===== config.mk =====
export PLATFORM = sky130hd
export DESIGN_NAME = vga_fb_reader
export DESIGN_NICKNAME = d
export VERILOG_FILES = /design/src/rtl/vga_fb_reader.sv
export SDC_FILE = /design/constraint.sdc
export NUM_CORES = 1
export LEC_CHECK = 0
export CELL_PAD_IN_SITES_DETAIL_PLACEMENT = 1
export CELL_PAD_IN_SITES_GLOBAL_PLACEMENT = 1
export CORE_MARGIN = 2
export CORE_UTILIZATION = 43
export DETAILED_ROUTE_END_ITERATION = 10
export MAX_ROUTING_LAYER = met4
export PLACE_DENSITY = 0.86
export SYNTH_ARGS = -nofsm -noshare
export SYNTH_HDL_FRONTEND = slang
export SYNTH_SLANG_ARGS = --single-unit

===== constraint.sdc =====
create_clock -name clk_i -period 3.25 [get_ports clk_i]
set_input_delay 0.4875 -clock clk_i [delete_from_list [all_inputs] [get_ports clk_i]]
set_output_delay 0.4875 -clock clk_i [all_outputs]
set_load 0.01 [all_outputs]

===== src/rtl/vga_fb_reader.sv =====
// Framebuffer scan-out reader: raster-order read requests with credit-based flow control,
// in-order return FIFO, and pixel hand-off tagged with start-of-frame / end-of-line.
module vga_fb_reader #(
  parameter int H_W        = 11,
  parameter int V_W        = 11,
  parameter int COLOR_W    = 2,
  parameter int FIFO_DEPTH = 16
) (
  input  logic               clk_i,
  input  logic               rst_i,
  input  logic               en_i,
  input  logic [H_W-1:0]     res_x_i,
  input  logic [V_W-1:0]     res_y_i,
  output logic               rd_req_o,
  output logic [H_W-1:0]     rd_x_o,
  output logic [V_W-1:0]     rd_y_o,
  input  logic               rd_gnt_i,
  input  logic               rd_valid_i,
  input  logic [COLOR_W-1:0] rd_color_i,
  output logic               pix_valid_o,
  input  logic               pix_ready_i,
  output logic [COLOR_W-1:0] pix_color_o,
  output logic               pix_sof_o,
  output logic               pix_eol_o,
  output logic               underrun_o,
  output logic               busy_o
);

  localparam int AW = $clog2(FIFO_DEPTH);
  localparam int CW = AW + 1;
  localparam logic [CW-1:0] DEPTH_CNT = CW'(FIFO_DEPTH);
  localparam logic [CW:0]   DEPTH_CRD = (CW + 1)'(FIFO_DEPTH);

  typedef enum logic [1:0] {IDLE, RUN, DRAIN} state_t;

  state_t             state, state_nxt;
  logic [H_W-1:0]     x, lim_x;
  logic [V_W-1:0]     y, lim_y;
  logic [CW-1:0]      inflight, count;
  logic [AW-1:0]      wp, rp, sq_wp, sq_rp;
  logic [COLOR_W+1:0] fifo_mem [FIFO_DEPTH];
  logic [1:0]         side_mem [FIFO_DEPTH];
  logic               pushed_seen, underrun;
  logic [CW:0]        credit;
  logic               grant, rsp, push, pop, head_valid;
  logic               last_x, last_y, frame_end, sof_req, start;

  // A resolution of 0 is treated as 1, so the limit saturates at 0.
  function automatic logic [H_W-1:0] lim_of_x(input logic [H_W-1:0] r);
    return (r == '0) ? '0 : r - H_W'(1);
  endfunction

  function automatic logic [V_W-1:0] lim_of_y(input logic [V_W-1:0] r);
    return (r == '0) ? '0 : r - V_W'(1);
  endfunction

  assign credit     = {1'b0, inflight} + {1'b0, count};
  assign rd_req_o   = (state == RUN) && (credit < DEPTH_CRD);
  assign grant      = rd_req_o && rd_gnt_i;
  assign rsp        = rd_valid_i && (inflight != '0);
  assign push       = rsp;
  assign head_valid = (count != '0);
  assign pop        = head_valid && pix_ready_i;
  assign last_x     = (x == lim_x);
  assign last_y     = (y == lim_y);
  assign frame_end  = grant && last_x && last_y;
  assign sof_req    = (x == '0) && (y == '0);
  assign start      = (state == IDLE) && en_i;

  always_comb begin
    state_nxt = state;
    unique case (state)
      IDLE:    if (en_i) state_nxt = RUN;
      RUN:     if (frame_end && !en_i) state_nxt = DRAIN;
      DRAIN:   if ((inflight == '0) && (count == '0)) state_nxt = IDLE;
      default: state_nxt = IDLE;
    endcase
  end

  always_ff @(posedge clk_i) begin
    if (rst_i) begin
      state       <= IDLE;
      x           <= '0;
      y           <= '0;
      lim_x       <= '0;
      lim_y       <= '0;
      inflight    <= '0;
      count       <= '0;
      wp          <= '0;
      rp          <= '0;
      sq_wp       <= '0;
      sq_rp       <= '0;
      pushed_seen <= 1'b0;
      underrun    <= 1'b0;
    end else begin
      state <= state_nxt;
      if (start) begin
        x     <= '0;
        y     <= '0;
        lim_x <= lim_of_x(res_x_i);
        lim_y <= lim_of_y(res_y_i);
      end else if (grant) begin
        if (last_x) begin
          x <= '0;
          if (last_y) begin
            // Frame wrap: pick up the resolution for the next frame.
            y     <= '0;
            lim_x <= lim_of_x(res_x_i);
            lim_y <= lim_of_y(res_y_i);
          end else begin
            y <= y + V_W'(1);
          end
        end else begin
          x <= x + H_W'(1);
        end
      end
      unique case ({grant, rsp})
        2'b10:   inflight <= inflight + CW'(1);
        2'b01:   inflight <= inflight - CW'(1);
        default: inflight <= inflight;
      endcase
      unique case ({push, pop})
        2'b10:   count <= count + CW'(1);
        2'b01:   count <= count - CW'(1);
        default: count <= count;
      endcase
      if (push)  wp    <= wp + AW'(1);
      if (pop)   rp    <= rp + AW'(1);
      if (grant) sq_wp <= sq_wp + AW'(1);
      if (rsp)   sq_rp <= sq_rp + AW'(1);
      if (start) pushed_seen <= 1'b0;
      else if (push) pushed_seen <= 1'b1;
      if ((state == RUN) && pix_ready_i && !head_valid && pushed_seen) underrun <= 1'b1;
    end
  end

  // Storage: side queue carries the sof/eol tags of requests still in flight.
  always_ff @(posedge clk_i) begin
    if (grant) side_mem[sq_wp] <= {sof_req, last_x};
    if (push)  fifo_mem[wp]    <= {rd_color_i, side_mem[sq_rp]};
  end

  always_ff @(posedge clk_i) begin
    if (!rst_i) assert (!(push && !pop && (count == DEPTH_CNT)));
  end

  assign pix_valid_o = head_valid;
  assign {pix_color_o, pix_sof_o, pix_eol_o} = head_valid ? fifo_mem[rp] : '0;
  assign rd_x_o      = x;
  assign rd_y_o      = y;
  assign underrun_o  = underrun;
  assign busy_o      = (state != IDLE);

endmodule


==> impl_metrics.json, run 1 <==
{
  "synth_seq_cells": 178,
  "hold_viol": 0,
  "max-vdd-ir-drop_mv": 0.414,
  "cpMaxStageDelayCell": "mux4_2",
  "hold_depth": 1,
  "synth.cell_area_sq_um": 8360,
  "grt_max_degree": 37,
  "synthTopCellsByArea": "edfxtp_1, dfxtp_1, mux4_2, ha_1, xnor2_1",
  "ys_types": 56,
  "port_buffers": 59,
  "clk_latency_ns": 0.44,
  "remaining_drc_errors": 0,
  "drt-initial-drc-count": 368,
  "die_h_um": 143,
  "crit_path_end_kind": "output pin",
  "synth.most_common_cell": "edfxtp_1",
  "critPathLaunchType": "flop",
  "gp_congestion": 0.820,
  "crit_top_cell": "mux4_2",
  "htreeDepth": 4,
  "min_path_type": "flop to flop",
  "path_class": "flop to output pin",
  "hpwlAfterDp_um": 14200,
  "start_util_pct": 44.2,
  "crit_family": "multiplexers",
  "worst-path-stages": 5,
  "power_density_nw_per_um2": 669,
  "max_slew_margin_pct": 33.4,
  "r2r-end": "inflight[4]",
  "vias": 5683,
  "ios": 60,
  "drive_above_1_share_pct": 13.0,
  "grt_pass1_vias": 6049,
  "ant_nets": 0,
  "fp.dieW_um": 143,
  "holdWs_ns": 0.469,
  "fin_crit_sh_pct": 97.5,
  "rsz0062_at_grt": "true",
  "ys_async_sr_fraction_pct": 0,
  "grt_pass1_wl_um": 32000,
  "ys.warnings.count": 0,
  "period_minus_slack_ns": 3.17,
  "slew_viol_final": 0,
  "yosys.area.top_type": "edfxtp_1",
  "r2r_start": "inflight[4]",
  "crit_fanout": 16,
  "final_util_pct": 52.2,
  "leakage_uw": 0.00342,
  "reg2reg_depth": 11,
  "synth_top_area_share_pct": 34.5,
  "path_clk_slew_ns": 0.07,
  "synth_nets": 760,
  "synthFlopType": "edfxtp_1",
  "cts_tree": "done",
  "cts_buffers": 17,
  "clk_path_buf_depth": 2,
  "clock_sink_count": 178,
  "required_ns": 2.76,
  "path_cells": "buf_12 -> mux4_2 -> mux4_2 -> and2_1 -> clkdlybuf4s50_1",
  "cp.arrival_ns": 2.68,
  "slowest_delay_ns": 0.56,
  "final_nets": 826,
  "placed_cells": 1007,
  "area_growth_pct": 17.9,
  "n_antenna_cell": 0,
  "tightest_slew_ns": 0.996,
  "setup_viol": 0,
  "fmax_mhz": 315,
  "layout.cells.non_filler": 1038,
  "rrSetupSlack_ns": 0.16,
  "totalWireLength_um": 19800,
  "grt_overflow": 0,
  "netlist_top_cells_count": "edfxtp_1, dfxtp_1, nor2_1",
  "syn_area_per_cell_sq_um": 11.9,
  "postSynthCellCount": 700,
  "status": "completed",
  "dr.pass1.iters": 4,
  "ys_seq_area_share_pct": 54.1,
  "critPathBufInv": 2,
  "synth_edf_count": 96,
  "cp-endpoint": "pix_color_o[1]",
  "root_buffer": "clkbuf_16",
  "rows": 50,
  "wl_per_cell_um": 19.0,
  "core_sq_um": 18900,
  "antenna_found_initial": 0,
  "track_usage_pct": 20.9,
  "vias_per_cell": 5.47,
  "die_area_sq_um": 20600,
  "fin_skew_ns": 0.00912,
  "max-cap-violations": 0
}
==> registers in the layout (all words and copies together), names as in the netlist, named ones only <==
| signal | flops |
|---|---|
| fifo_mem | 64 |
| side_mem | 32 |
| lim_x | 11 |
| lim_y | 11 |
| rd_x_o | 11 |
| rd_y_o | 11 |
| count | 5 |
| inflight | 5 |
| rp | 4 |
| sq_rp | 4 |
| sq_wp | 4 |
| wp | 4 |
| state | 2 |
| pushed_seen | 1 |
| underrun_o | 1 |
==> power by group <==
part	switching [uW]	internal (uW)	total, uW	leakage, uW
sequential	157	2580	2740	0.00152
clock	921	997	1920	0.000251
combinational	1060	878	1930	0.00164
==> stage by stage <==
stage / power, uW / TNS, ns / worst slack, ns / cell area (sq um)
detailed placement: 4700 / 0 / 0.106 / 9300
global placement: 4590 / 0 / 0.173 / 9300
floorplan: 4010 / 0 / 0.0392 / 8360
global route: 6930 / -0.00429 / -0.00429 / 9860
finish: 6590 / 0 / 0.0797 / 9860
CTS: 6620 / 0 / 0.0443 / 9850
==> cell usage in the layout (no fill, tap or decap), drive strengths merged, types with 3 or more instances in the layout <==
cell type and instances:
o21ai 10, mux2i 4, and3 17, xnor2 34
and2 6, nand2b 4, nand2 26, nor2 75
xor2 31, nand4 19, nor3 18, dfxtp 82
or4 13, edfxtp 96, clkdlybuf4s50 59, o32ai 14
ha 28, a21o 4, clkinv 3, clkinvlp 6
a21oi 26, nor4 14, nor2b 10, nand3 17
o21a 3, inv 50, clkbuf 17, or3 4
mux2 6, o31ai 11, buf 20, mux4 30
==> how the worst min path moves through the flow <==
| stage | startpoint | endpoint | slack [ns] |
|---|---|---|---|
| 2_1_floorplan | pushed_seen | pushed_seen | 0.44 |
| 3_3_place_gp | lim_x[3] | lim_x[3] | 0.45 |
| 3_5_place_dp | pushed_seen | pushed_seen | 0.45 |
| 4_1_cts | pushed_seen | pushed_seen | 0.47 |
| 5_1_grt | pushed_seen | pushed_seen | 0.48 |
| 6_report | pushed_seen | pushed_seen | 0.47 |
==> cell type report <==
| class | instances | area (sq um) |
|---|---|---|
| timing repair buffer | 79 | 753 |
| multi-input combinational | 445 | 3530 |
| fill | 2013 | 9040 |
| clock buffer | 17 | 425 |
| sequential | 178 | 4530 |
| inverter | 45 | 171 |
| tap | 260 | 325 |
| clock inverter | 14 | 128 |
==> timing repair <==
action	CTS	global route
hold buffers	0	0
endpoints found under the setup margin	0	2
buffers inserted	0	0
gates resized for setup	0	3
==> cell families after synthesis <==
kind of cell    synth area share [%]
compound gates                  6.66
xor+xnor                        6.81
fa+ha+maj                       4.67
buf+inv                         3.79
flops                           54.1
mux                             9.37
simple gates                    14.6
==> routing by layer <==
layer	wire, um	part of all wire, %	GRT usage, %	vias to the layer above
li1	-	-	-	2704
met1	8280	42	24.2	2835
met2	10600	53	37.0	116
met3	589	3.0	3.73	28
met4	329	1.7	6.55	0
met5	0	0	-	-
Power figures use the tool's default switching activity.
==> inputs of run 2 (changes only) <==
- CORE_UTILIZATION: 43 -> 47
- DONT_BUFFER_PORTS: unset -> 1
- SKIP_CTS_REPAIR_TIMING: unset -> 1
- SLEW_MARGIN: unset -> 15
==> run 2 against run 1 <==
Compared with the run above: routed wire length increased by 0.79%; flip-flop and latch count unchanged; first-iteration DRC count decreased by 11%; critical endpoint is now inflight[4]; sequential power about the same; combinational power decreased by 9%; utilization increased by 0.78 points; cell area decreased by 6.8%; critical path depth increased by 6; largest power group unchanged; power decreased by 1.2%; highest routed layer unchanged; cell count decreased by 9.6%; critical path type is now flop to flop; worst hold slack got worse by 0.34 ns.
==> impl_metrics.json, run 2 (same netlist as run 1, synthesis figures left out) <==
{
  "path_class": "flop to flop",
  "power_frac_clock_pct": 30.7,
  "htreeDepth": 4,
  "switching_share_pct": 32.4,
  "r2r_start": "inflight[4]",
  "remaining_drc_errors": 0,
  "cp.arrival_ns": 3.51,
  "fp.dieW_um": 137,
  "reg_top3": "fifo_mem (64), side_mem (32)",
  "holdCritStartpoint": "rst_i",
  "rsz0062_at_grt": "false",
  "rrSetupSlack_ns": 0.11,
  "power_density_nw_per_um2": 709,
  "period_minus_slack_ns": 3.14,
  "totalWireLength_um": 19900,
  "drive_above_1_share_pct": 13.6,
  "reg2reg_depth": 11,
  "crit_path_end_kind": "flop",
  "tightest_slew_ns": 0.785,
  "hold_depth": 1,
  "power_uw": 6520,
  "fmax_mhz": 318,
  "final_nets": 760,
  "antenna_found_initial": 0,
  "leakage_uw": 0.00319,
  "die_area_sq_um": 18900,
  "comb_power_share_pct": 27.1,
  "n_fill_cell": 1761,
  "dr.pass1.iters": 4,
  "track_usage_pct": 23.0,
  "area_growth_pct": 9.97,
  "hold_viol": 0,
  "max_slew_margin_pct": 47.2,
  "final_common_cell": "edfxtp_1",
  "port_buffers": 0,
  "fin_crit_sh_pct": 96.7,
  "slew_viol_final": 0,
  "min_path_type": "primary input to flop",
  "ant_nets": 0,
  "wl_per_cell_um": 21.2,
  "regMostFlops": "fifo_mem",
  "cts_buffers": 17,
  "max-cap-violations": 0,
  "cts_tree": "done",
  "final_util_pct": 53.0,
  "n_antenna_cell": 0,
  "drt-initial-drc-count": 327,
  "clock_sink_count": 178,
  "grt_pass1_vias": 5868,
  "root_buffer": "clkbuf_16",
  "gp_congestion": 0.805,
  "largest_register_ffs": 64,
  "intPower_uw": 4410,
  "fin_skew_ns": 0.0136,
  "required_ns": 3.61,
  "clk_latency_ns": 0.44,
  "hpwlAfterDp_um": 14200,
  "start_util_pct": 48.2,
  "ios": 60,
  "setup_viol": 0,
  "critPathLaunchType": "flop",
  "final_cell_mix": "edfxtp_1, dfxtp_1, nor2_1",
  "clk_path_buf_depth": 2,
  "status": "completed",
  "grt_max_degree": 43,
  "core_sq_um": 17400,
  "vias_per_cell": 5.91,
  "grt_pass1_wl_um": 32000,
  "vias": 5541,
  "p_switching_uw": 2110,
  "path_clk_slew_ns": 0.07,
  "rows": 48,
  "seq_power_share_pct": 42.3,
  "crit_fanout": 5,
  "die_h_um": 137,
  "min_to": "sq_wp[1]",
  "r2r-end": "inflight[4]",
  "max-vdd-ir-drop_mv": 0.445,
  "grt_overflow": 0
}
run 2: routing by layer:
layer	vias to the layer above	part of all wire [%]	global-route usage (%)
met3	33	4.0	4.30
met5	-	0	-
met2	132	54	40.9
met4	0	1.7	7.16
li1	2571	-	-
met1	2805	41	26.4
run 2: how the worst max path moves through the flow:
stage                      from     endpoint
finish              inflight[4]  inflight[4]
global route        inflight[4]  inflight[4]
CTS                 inflight[1]  inflight[4]
detailed placement  inflight[1]  inflight[4]
global placement    inflight[4]  inflight[4]
floorplan           inflight[4]  inflight[4]
run 2: final cells by class:
| cell class | count | area (sq um) | share of cell area, % |
|---|---|---|---|
| tap | 225 | 282 | 3.06 |
| clock buffer | 17 | 425 | 4.63 |
| multi-input combinational | 445 | 3540 | 38.5 |
| clock inverter | 15 | 148 | 1.61 |
| timing repair buffer | 13 | 97.6 | 1.06 |
| inverter | 45 | 171 | 1.86 |
| sequential | 178 | 4530 | 49.3 |
run 2: worst max-delay path, stage by stage, from the launching register on:
cell,delay [ns]
dfxtp_1,0.35
ha_1,0.34
or4_4,0.56
nor3_4,0.24
inv_4,0.06
ha_4,0.19
fa_2,0.37
a21o_1,0.20
a21oi_1,0.17
xor2_1,0.11
or3_1,0.34
a21oi_2,0.16
run 2: stage by stage:
stage	TNS (ns)	worst slack [ns]	area (sq um)	hold slack, ns	std cells
finish	0	0.107	9190	0.126	938
detailed placement	-0.00271	-0.00271	8590	0.465	906
global route	0	0.0120	9190	0.114	938
global placement	0	0.203	8590	0.452	906
floorplan	0	0.0392	8360	0.441	700
CTS	-0.0568	-0.0568	9170	0.114	938
run 2: power by group through the flow:
stage	registers [uW]	logic (uW)	clock network [uW]
after floorplan	2720	1290	0
after global placement	2780	1550	0
after detailed placement	2800	1680	0
after CTS	2750	1710	2010
after global routing	2780	1920	2090
final	2760	1760	2000
